<file path="src/rtl/mcdf_arb_n.sv">
// NCH-channel MCDF arbiter: per-channel FIFOs merged into one packet stream,
// strict priority with round-robin among equal priorities.
module mcdf_arb_n #(
    parameter  int NCH   = 4,
    parameter  int DW    = 32,
    parameter  int DEPTH = 32,
    localparam int ID_W  = (NCH > 1) ? $clog2(NCH) : 1
) (
    input  logic                clk_i,
    input  logic                rstn_i,
    input  logic [NCH*DW-1:0]   ch_data_i,
    input  logic [NCH-1:0]      ch_valid_i,
    output logic [NCH-1:0]      ch_ready_o,
    input  logic [NCH-1:0]      cfg_en_i,
    input  logic [NCH*2-1:0]    cfg_prio_i,
    input  logic [NCH*3-1:0]    cfg_pkglen_i,
    output logic [NCH*8-1:0]    margin_o,
    input  logic                f2a_id_req_i,
    input  logic                f2a_ack_i,
    output logic                a2f_val_o,
    output logic [ID_W-1:0]     a2f_id_o,
    output logic [DW-1:0]       a2f_data_o,
    output logic [2:0]          a2f_pkglen_sel_o
);
    localparam int AW = $clog2(DEPTH);
    localparam int CW = AW + 1;

    typedef enum logic {S_IDLE, S_XFER} state_t;

    state_t          state, state_nx;
    logic [DW-1:0]   mem    [NCH][DEPTH];
    logic [AW-1:0]   wr_ptr [NCH];
    logic [AW-1:0]   rd_ptr [NCH];
    logic [CW-1:0]   count  [NCH];
    logic [NCH-1:0]  rdy, push, pop, elig;
    logic [ID_W-1:0] rr_ptr, winner;
    logic            win_found, grant_go, xfer_pop;
    logic [1:0]      best_prio;
    int unsigned     idx;
    logic [5:0]      pkt_len, wcnt;

    function automatic logic [5:0] len_decode(input logic [2:0] sel);
        case (sel)
            3'd0:    len_decode = 6'd4;
            3'd1:    len_decode = 6'd8;
            3'd2:    len_decode = 6'd16;
            default: len_decode = 6'd32;
        endcase
    endfunction

    assign a2f_val_o  = (state == S_XFER) && (count[a2f_id_o] != '0);
    assign a2f_data_o = (state == S_XFER) ? mem[a2f_id_o][rd_ptr[a2f_id_o]] : '0;
    assign xfer_pop   = a2f_val_o && f2a_ack_i;
    assign ch_ready_o = rdy;

    always_comb begin
        rdy      = '0;
        push     = '0;
        pop      = '0;
        elig     = '0;
        margin_o = '0;
        for (int unsigned n = 0; n < NCH; n++) begin
            rdy[n]             = cfg_en_i[n] && (count[n] < CW'(DEPTH));
            push[n]            = ch_valid_i[n] && rdy[n];
            pop[n]             = xfer_pop && (a2f_id_o == ID_W'(n));
            elig[n]            = cfg_en_i[n] && (count[n] != '0);
            margin_o[n*8 +: 8] = 8'(CW'(DEPTH) - count[n]);
        end
    end

    // Scan cyclically from rr_ptr+1; strict '<' keeps the first tied channel.
    always_comb begin
        win_found = 1'b0;
        winner    = rr_ptr;
        best_prio = 2'd3;
        idx       = 0;
        for (int unsigned k = 1; k <= NCH; k++) begin
            idx = (32'(rr_ptr) + k) % NCH;
            if (elig[idx] && (!win_found || cfg_prio_i[idx*2 +: 2] < best_prio)) begin
                win_found = 1'b1;
                winner    = ID_W'(idx);
                best_prio = cfg_prio_i[idx*2 +: 2];
            end
        end
    end

    assign grant_go = (state == S_IDLE) && f2a_id_req_i && win_found;

    always_comb begin
        state_nx = state;
        case (state)
            S_IDLE: if (grant_go) state_nx = S_XFER;
            S_XFER: if (xfer_pop && (wcnt == pkt_len - 6'd1)) state_nx = S_IDLE;
            default: state_nx = S_IDLE;
        endcase
    end

    always_ff @(posedge clk_i or negedge rstn_i) begin
        if (!rstn_i) begin
            state            <= S_IDLE;
            a2f_id_o         <= '0;
            a2f_pkglen_sel_o <= '0;
            rr_ptr           <= ID_W'(NCH - 1);
            pkt_len          <= '0;
            wcnt             <= '0;
        end else begin
            state <= state_nx;
            if (grant_go) begin
                a2f_id_o         <= winner;
                rr_ptr           <= winner;
                a2f_pkglen_sel_o <= cfg_pkglen_i[32'(winner)*3 +: 3];
                pkt_len          <= len_decode(cfg_pkglen_i[32'(winner)*3 +: 3]);
                wcnt             <= '0;
            end else if (xfer_pop) begin
                wcnt <= wcnt + 6'd1;
            end
        end
    end

    always_ff @(posedge clk_i or negedge rstn_i) begin
        if (!rstn_i) begin
            for (int unsigned n = 0; n < NCH; n++) begin
                wr_ptr[n] <= '0;
                rd_ptr[n] <= '0;
                count[n]  <= '0;
            end
        end else begin
            for (int unsigned n = 0; n < NCH; n++) begin
                if (push[n]) wr_ptr[n] <= wr_ptr[n] + AW'(1);
                if (pop[n])  rd_ptr[n] <= rd_ptr[n] + AW'(1);
                if (push[n] && !pop[n])      count[n] <= count[n] + CW'(1);
                else if (pop[n] && !push[n]) count[n] <= count[n] - CW'(1);
            end
        end
    end

    always_ff @(posedge clk_i) begin
        for (int unsigned n = 0; n < NCH; n++) begin
            if (push[n]) mem[n][wr_ptr[n]] <= ch_data_i[n*DW +: DW];
        end
    end
endmodule

</file>
<file path="config.mk">
export PLATFORM = sky130hd
export DESIGN_NAME = mcdf_arb_n
export DESIGN_NICKNAME = d
export VERILOG_FILES = /design/src/rtl/mcdf_arb_n.sv
export SDC_FILE = /design/constraint.sdc
export NUM_CORES = 2
export LEC_CHECK = 0
export CAP_MARGIN = 20
export CORE_MARGIN = 2
export CORE_UTILIZATION = 29
export CTS_CLUSTER_SIZE = 16
export DETAILED_ROUTE_END_ITERATION = 8
export PLACE_DENSITY = 0.5
export SLEW_MARGIN = 20
export SYNTH_ARGS = -nofsm -noshare
export SYNTH_HDL_FRONTEND = slang
export SYNTH_SLANG_ARGS = --single-unit
</file>
<file path="constraint.sdc">
create_clock -name clk_i -period 13.91 [get_ports clk_i]
set_clock_uncertainty 0.15 [all_clocks]
set_input_delay 4.173 -clock clk_i [delete_from_list [all_inputs] [get_ports clk_i]]
set_output_delay 4.173 -clock clk_i [all_outputs]
set_load 0.01 [all_outputs]
</file>
# == Word level (Yosys, flattened, before mapping) ==
# Memory sizes are Yosys's and may differ from the RTL's.
# Index checks and enable logic that the tools add are counted.
# word_totals
output_inout_bits,74
word_cells,206
latchBits,0
inputBits,160
ram_bits,4096
memories,1
mem_bits_ro,0
register_bits,84
# mem_list
name,depth,word_bits,read_ports,rd_clocked_by_memory_dff,write_ports,line_no,source
mem,4,1024,1,0,4,31,logic [DW-1:0] mem [NCH][DEPTH];
# op_classes
order_cmp,21
eq_ne,6
div_mod_pow,0
bitwise_logic,7
n_shift,5
muxes,59
mul,1
addsub,26
reduce_logical,62
# op_table
op,count
$mux 1024,4
$demux 32 s5,4
$mux 32,7
$bmux 32 s5,1
$mux 6,12
$add 5x1->5 const B,8
$logic_and 1x1->1,36
$shiftx 8x4->2,4
$add 6x1->6 const B,5
$ge 6x6->1 const B,5
$not 5->6,5
$reduce_bool 6->1,5
$sub 6x1->6 const B,5
$sub 6x6->7 const A,4
$lt 6x1->1 const B,4
$lt 6x6->1 const B,4
$pmux 6 s3,1
$mux 1,14
$mux 2,7
$bmux 6 s2,1
$lt 2x3->1 const B,4
$shiftx 12x5->3,1
$logic_not 1->1,11
$bmux 5 s2,1
other kinds (19),34

# == Logic depth before layout (Yosys ltp) ==
# depth
ltp_word,21
depth_mapped,32
mapped_depth_nobuf,31

# == Least setup slack after synthesis ==
# No wires, ideal clock.
# synth_path
path_kind,input-to-reg
startpoint,input cfg_en_i[3]
endpoint,register pkt_len[2]
arrival_ns,9.107
setup_time_ns,0.122
slack_ns,4.531
path_buffers,0
path_stages,26
t_required_ns,13.638
cell_sequence,o21a_1 > a221oi_1 > nor2_1 > ha_1 > nand2b_1 > a311oi_1 > a311oi_1 > o21ai_0 > o21ai_0 > nor2_1 > a21oi_1 > ha_1 > nor2_1 > nor2_1 > a211oi_1 > nor2_1 > nand2_1 > o21ai_0 > ha_1 > o31ai_1 > nor4bb_1 > a21o_1 > nor3_1 > nor2_1 > mux2_2 > a32o_1
# synth_via
elab_chain_cells,20
word_cells_on_any_way,39
cone_classes,mul: 1; order compare: 3; eq/ne: 2; shift: 1; mux: 20; reduce/logical: 12
# synth_lines
element,line_no,source
"start, declared",14,"input logic [NCH-1:0] cfg_en_i,"
$logic_and 1x1->1 (*),66,elig[n] = cfg_en_i[n] && (count[n] != '0);
$bmux 1 s2,79,if (elig[idx] && (!win_found || cfg_prio_i[idx*2 +: 2] < best_prio)) begin
$mux 1 (not written as such),79,
$mux 2 / $mux 1 (equally long branches),79,
$lt 2x2->1 / $logic_not 1->1 (equally long branches),79,
$logic_or 1x1->1,79,
$logic_and 1x1->1,79,
$mux 2 / $mux 1 (equally long branches),79,
[4 not listed],-,
$lt 2x2->1 / $logic_not 1->1 (equally long branches),79,
$logic_or 1x1->1,79,
$logic_and 1x1->1,79,
$mux 2,79,
$mul 2x2->4,112,pkt_len <= len_decode(cfg_pkglen_i[32'(winner)*3 +: 3]);
$shiftx 12x5->3,112,
"$eq 3x2->1, or another cell as far along",43,case (sel)
$pmux 6 s3,43,
"end signal, assigned",112,
"end, declared",40,"logic [5:0] pkt_len, wcnt;"
# Every way passes the cells marked *; elsewhere a longest branch is shown, timed or not. The select of a mux whose other input is x is not followed.
# A chain may end at the register's enable or synchronous reset.

# == Worst setup path in the final report ==
# layout_path
startpoint,register a2f_id_o[0]
endpoint,output a2f_data_o[12]
# layout_via
elab_chain_cells,9
word_cells_on_any_way,10
cone_classes,mux: 7; bitwise: 2; memory: 1
# layout_lines
element,line_no,source
"start, declared",21,"output logic [ID_W-1:0] a2f_id_o,"
"start signal, assigned",109,a2f_id_o <= winner;
$not 2->3 (not written as such),52,assign a2f_data_o = (state == S_XFER) ? mem[a2f_id_o][rd_ptr[a2f_id_o]] : '0;
$bmux 5 s2,52,
$mux 5 (not written as such) (2 in series),52,
$not 5->6 (not written as such),52,
$bmux 32 s5 (*),52,
$mux 32 (not written as such) (*) (2 in series),52,
$mux 32 (*),52,
"end, declared",22,"output logic [DW-1:0] a2f_data_o,"
# Marks and branches as above.

==> out/metrics.csv <==
stage,metric,value,unit
run_status,status,"finished, final reports clean",
critical_path,critical-path cell list,"mux4_4, buf_4, buf_4, a211oi_1, a21oi_1, a211oi_1, a211o_1, a21oi_1, clkdlybuf4s50_1",
layout,Multi-input gate area,0.0378,mm^2
routing,WL met1,245000,um
critical_path,Critical Path AT,6.88,ns
critical_path,CP peak stage delay,0.98,ns
synth,"top cells by count, synth","edfxtp_1, mux4_2, a211oi_1",
flow_run,Max-cap violations,0,
global_routing,GRT Total Usage,0.211,
routing,Vias per Instance,5.56,
synth,Synth cell types,69,
critical_path,CP Depth,9,
power,Leakage,59.0,nW
critical_path,CP endpoint kind,output pin,
routing,antenna-violating nets left,0,
routing,Remaining DRCs,0,
clocking,clock tree buffer depth,4,
power,PD cells,215,mW/mm^2
clocking,# clock sinks,4178,
die,io pins,234,
timing,setup violators final,0,
critical_path,Crit path required time,9.59,ns
global_routing,total grt overflow,0,
layout,P&R area growth vs syn,17.1,%
power,peak supply drop,0.235,mV
synth,Yosys Warn Count,0,
clocking,Post-CTS Setup Bufs,0,
clocking,clk_lat worst skew,1.03,ns
clocking,total clock buffers created by CTS,433,
placed_design,gpl congestion,0.835,
clocking,hold_buf cts,0,
global_routing,vias in the first global route,88700,
clocking,CTS H-tree lvls,5,
timing,"Hold Vio Cnt, Final",0,
routing,Starting DRT DRC Count,14400,
clocking,Root Driver,clkbuf_16,
timing,fin. max-slew vios,0,
die,Die Y-Extent,755,um
routing,uppermost routed layer,met5,
timing,min cycle time layout,11.21,ns
synth,most common cell in the synthesized netlist,edfxtp_1,
synth,"Cell Area, Synth",0.164,mm^2
synth,async set-reset flop share out of synthesis,0.0196,
timing,Rel. slew slack,0.165,
die,Core ar.,0.562,mm^2
die,Chip Width,755,um
layout,fraction of layout cells with a size suffix above 1,0.257,
clocking,Resize count post-CTS,0,
routing,met3 WL,66600,um
critical_path,crit start category,register,
die,Initial Util,0.292,
timing,WHS,0.329,ns
die,std cell rows,275,
global_routing,initial antenna violation count,76,
placed_design,IO Port Bufs,233,
synth,Mapped Cells,7634,
synth,syn avg cell area,21.4,um^2
critical_path,Worst path top cell family by delay,compound AO/OA/AOI/OAI gates,
synth,main flop type after synthesis,edfxtp_1,
critical_path,critical path type,reg2out,
layout,filler cell count in the final layout,52300,
critical_path,reg2reg path depth,30,
timing,fmax,0.0892,GHz
die,Die Area,0.571,mm^2
synth,"EDFF count, synth",4096,
synth,top post-synthesis cells by area,"edfxtp_1, mux4_2, a211oi_1, mux2i_1, dfrtp_1",
clocking,TritonCTS clock tree,done,
routing,Vias,89300,
hold_path,worst min path class,reg2reg,
timing,Worst Max-Slew Pin Slew,1.25,ns
global_routing,largest net degree at the start of global routing,113,
timing,Final period util,0.806,
synth,register area share after synthesis,0.764,
hold_path,hold path cells,1,
routing,final wirelength,618000,um
layout,Storage cell area,0.125,mm^2
routing,Initial DRT Pass Iterations,6,
critical_path,buffers and inverters on the worst path,3,
timing,unrepaired setup endpoints after global routing,false,
routing,met2 wire len,284000,um
timing,setup TNS,0,ns
placed_design,post-DP HPWL,345000,um
routing,Wirelength per Cell,38.5,um
synth,Yosys top cell by area,edfxtp_1,
critical_path,CP Max Fanout,40,
layout,Nets,8395,
clocking,Worst-path clk slew,0.05,ns
synth,synthesized flop and latch total,4178,
critical_path,highest-delay cell along the critical path,mux4_4,
synth,syn nets,7847,
global_routing,first-pass GRT wire length,820000,um
synth,Yosys top cell area share,0.751,
-- power breakdown --
group,switching (mW),internal (mW)
logic,9.30,5.81
clock network,5.05,6.69
registers,0.281,14.2
total,14.6,26.7
-- cells in the final DEF, fill, tap and decap left out, types with 8 or more instances in the layout --
cell,count
a211oi_1,455
buf_4,320
diode_2,24
o211ai_1,9
xnor2_1,55
clkdlybuf4s50_1,208
clkinvlp_4,12
edfxtp_1,4096
nor3_1,12
mux2i_1,270
buf_12,27
mux4_2,1027
mux2_2,13
o21ai_0,37
buf_2,24
clkbuf_16,439
clkinv_1,97
nand3_1,11
a211o_1,66
nor2b_1,259
xor2_1,23
and2_1,11
nand3b_1,8
dfrtp_1,78
clkinv_2,95
nor2_1,59
nand2_1,78
nand4_1,15
inv_1,39
nor2_4,128
ha_1,49
bufinv_16,48
a21oi_1,241
clkbuf_1,81
-- state kept, by name, summed over array words and instances (netlist names) --
name and flops:
count 24, rr_ptr 2, a2f_id_o 2, wcnt 6, wr_ptr 20, mem 4096, rd_ptr 20, pkt_len 4
state 1, a2f_pkglen_sel_o 3
-- worst reg2reg max path: cells and delay by family, from the launching register on --
kind	cells	cell delay, ns
compound gates	12	3.27
simple gates	12	2.71
fa+ha+maj	4	1.15
flops	1	0.48
mux	1	0.42
buf+inv	1	0.10
-- logic make-up after synthesis --
group / count (synthesis) / share of synthesized area
AOI/OAI and AO/OA: 881 / 0.0368
adders and majority gates: 53 / 0.00423
DFF: 4178 / 0.764
xor gates and xnor gates: 78 / 0.00417
buffers and inverters: 509 / 0.0119
and+or+nand+nor: 621 / 0.0199
muxes: 1314 / 0.159
-- final timing paths --
path | startpoint | end | slack (ns)
min in group asynchronous | rstn_i | rd_ptr[14]$_DFFE_PN0P_ | 3.03
hold reg to reg | rd_ptr[4]$_DFFE_PN0P_ | rd_ptr[4]$_DFFE_PN0P_ | 0.33
setup reg to reg | count[18]$_DFFE_PN0P_ | pkt_len[4]$_DFFE_PN0P_ | 5.47
setup / recovery | a2f_id_o[0]$_DFFE_PN0P_ | a2f_data_o[12] | 2.70
max in group asynchronous | rstn_i | a2f_id_o[0]$_DFFE_PN0P_ | 9.35
hold / removal | rd_ptr[4]$_DFFE_PN0P_ | rd_ptr[4]$_DFFE_PN0P_ | 0.33
-- final cells by class --
cell class              count  area share
flip-flops and latches   4178       0.652
multi-input cells        2947       0.197
clock buffers             522      0.0590
well taps                7479      0.0488
repair buffers            582      0.0273
clock inverters           280      0.0147
inverters                  40    0.000789
diodes                     24    0.000313
-- per-layer routing --
metal	track usage	vias up
met1	0.289	49300
li1	-	33300
met4	0.0699	12
met2	0.331	5759
met5	0	-
met3	0.0506	946
-- metrics by stage --
stage	power [mW]	setup slack, ns	utilization	instance area, um^2	std cells
6_report	41.3	2.70	0.342	192000	16100
5_1_grt	42.7	2.45	0.341	192000	16000
4_1_cts	41.4	2.70	0.341	192000	16000
3_5_place_dp	29.8	2.68	0.316	177000	15200
3_3_place_gp	29.7	2.41	0.316	177000	15200
2_1_floorplan	23.8	4.53	-	164000	7634
Note: power is estimated with default switching activity, not from simulation.
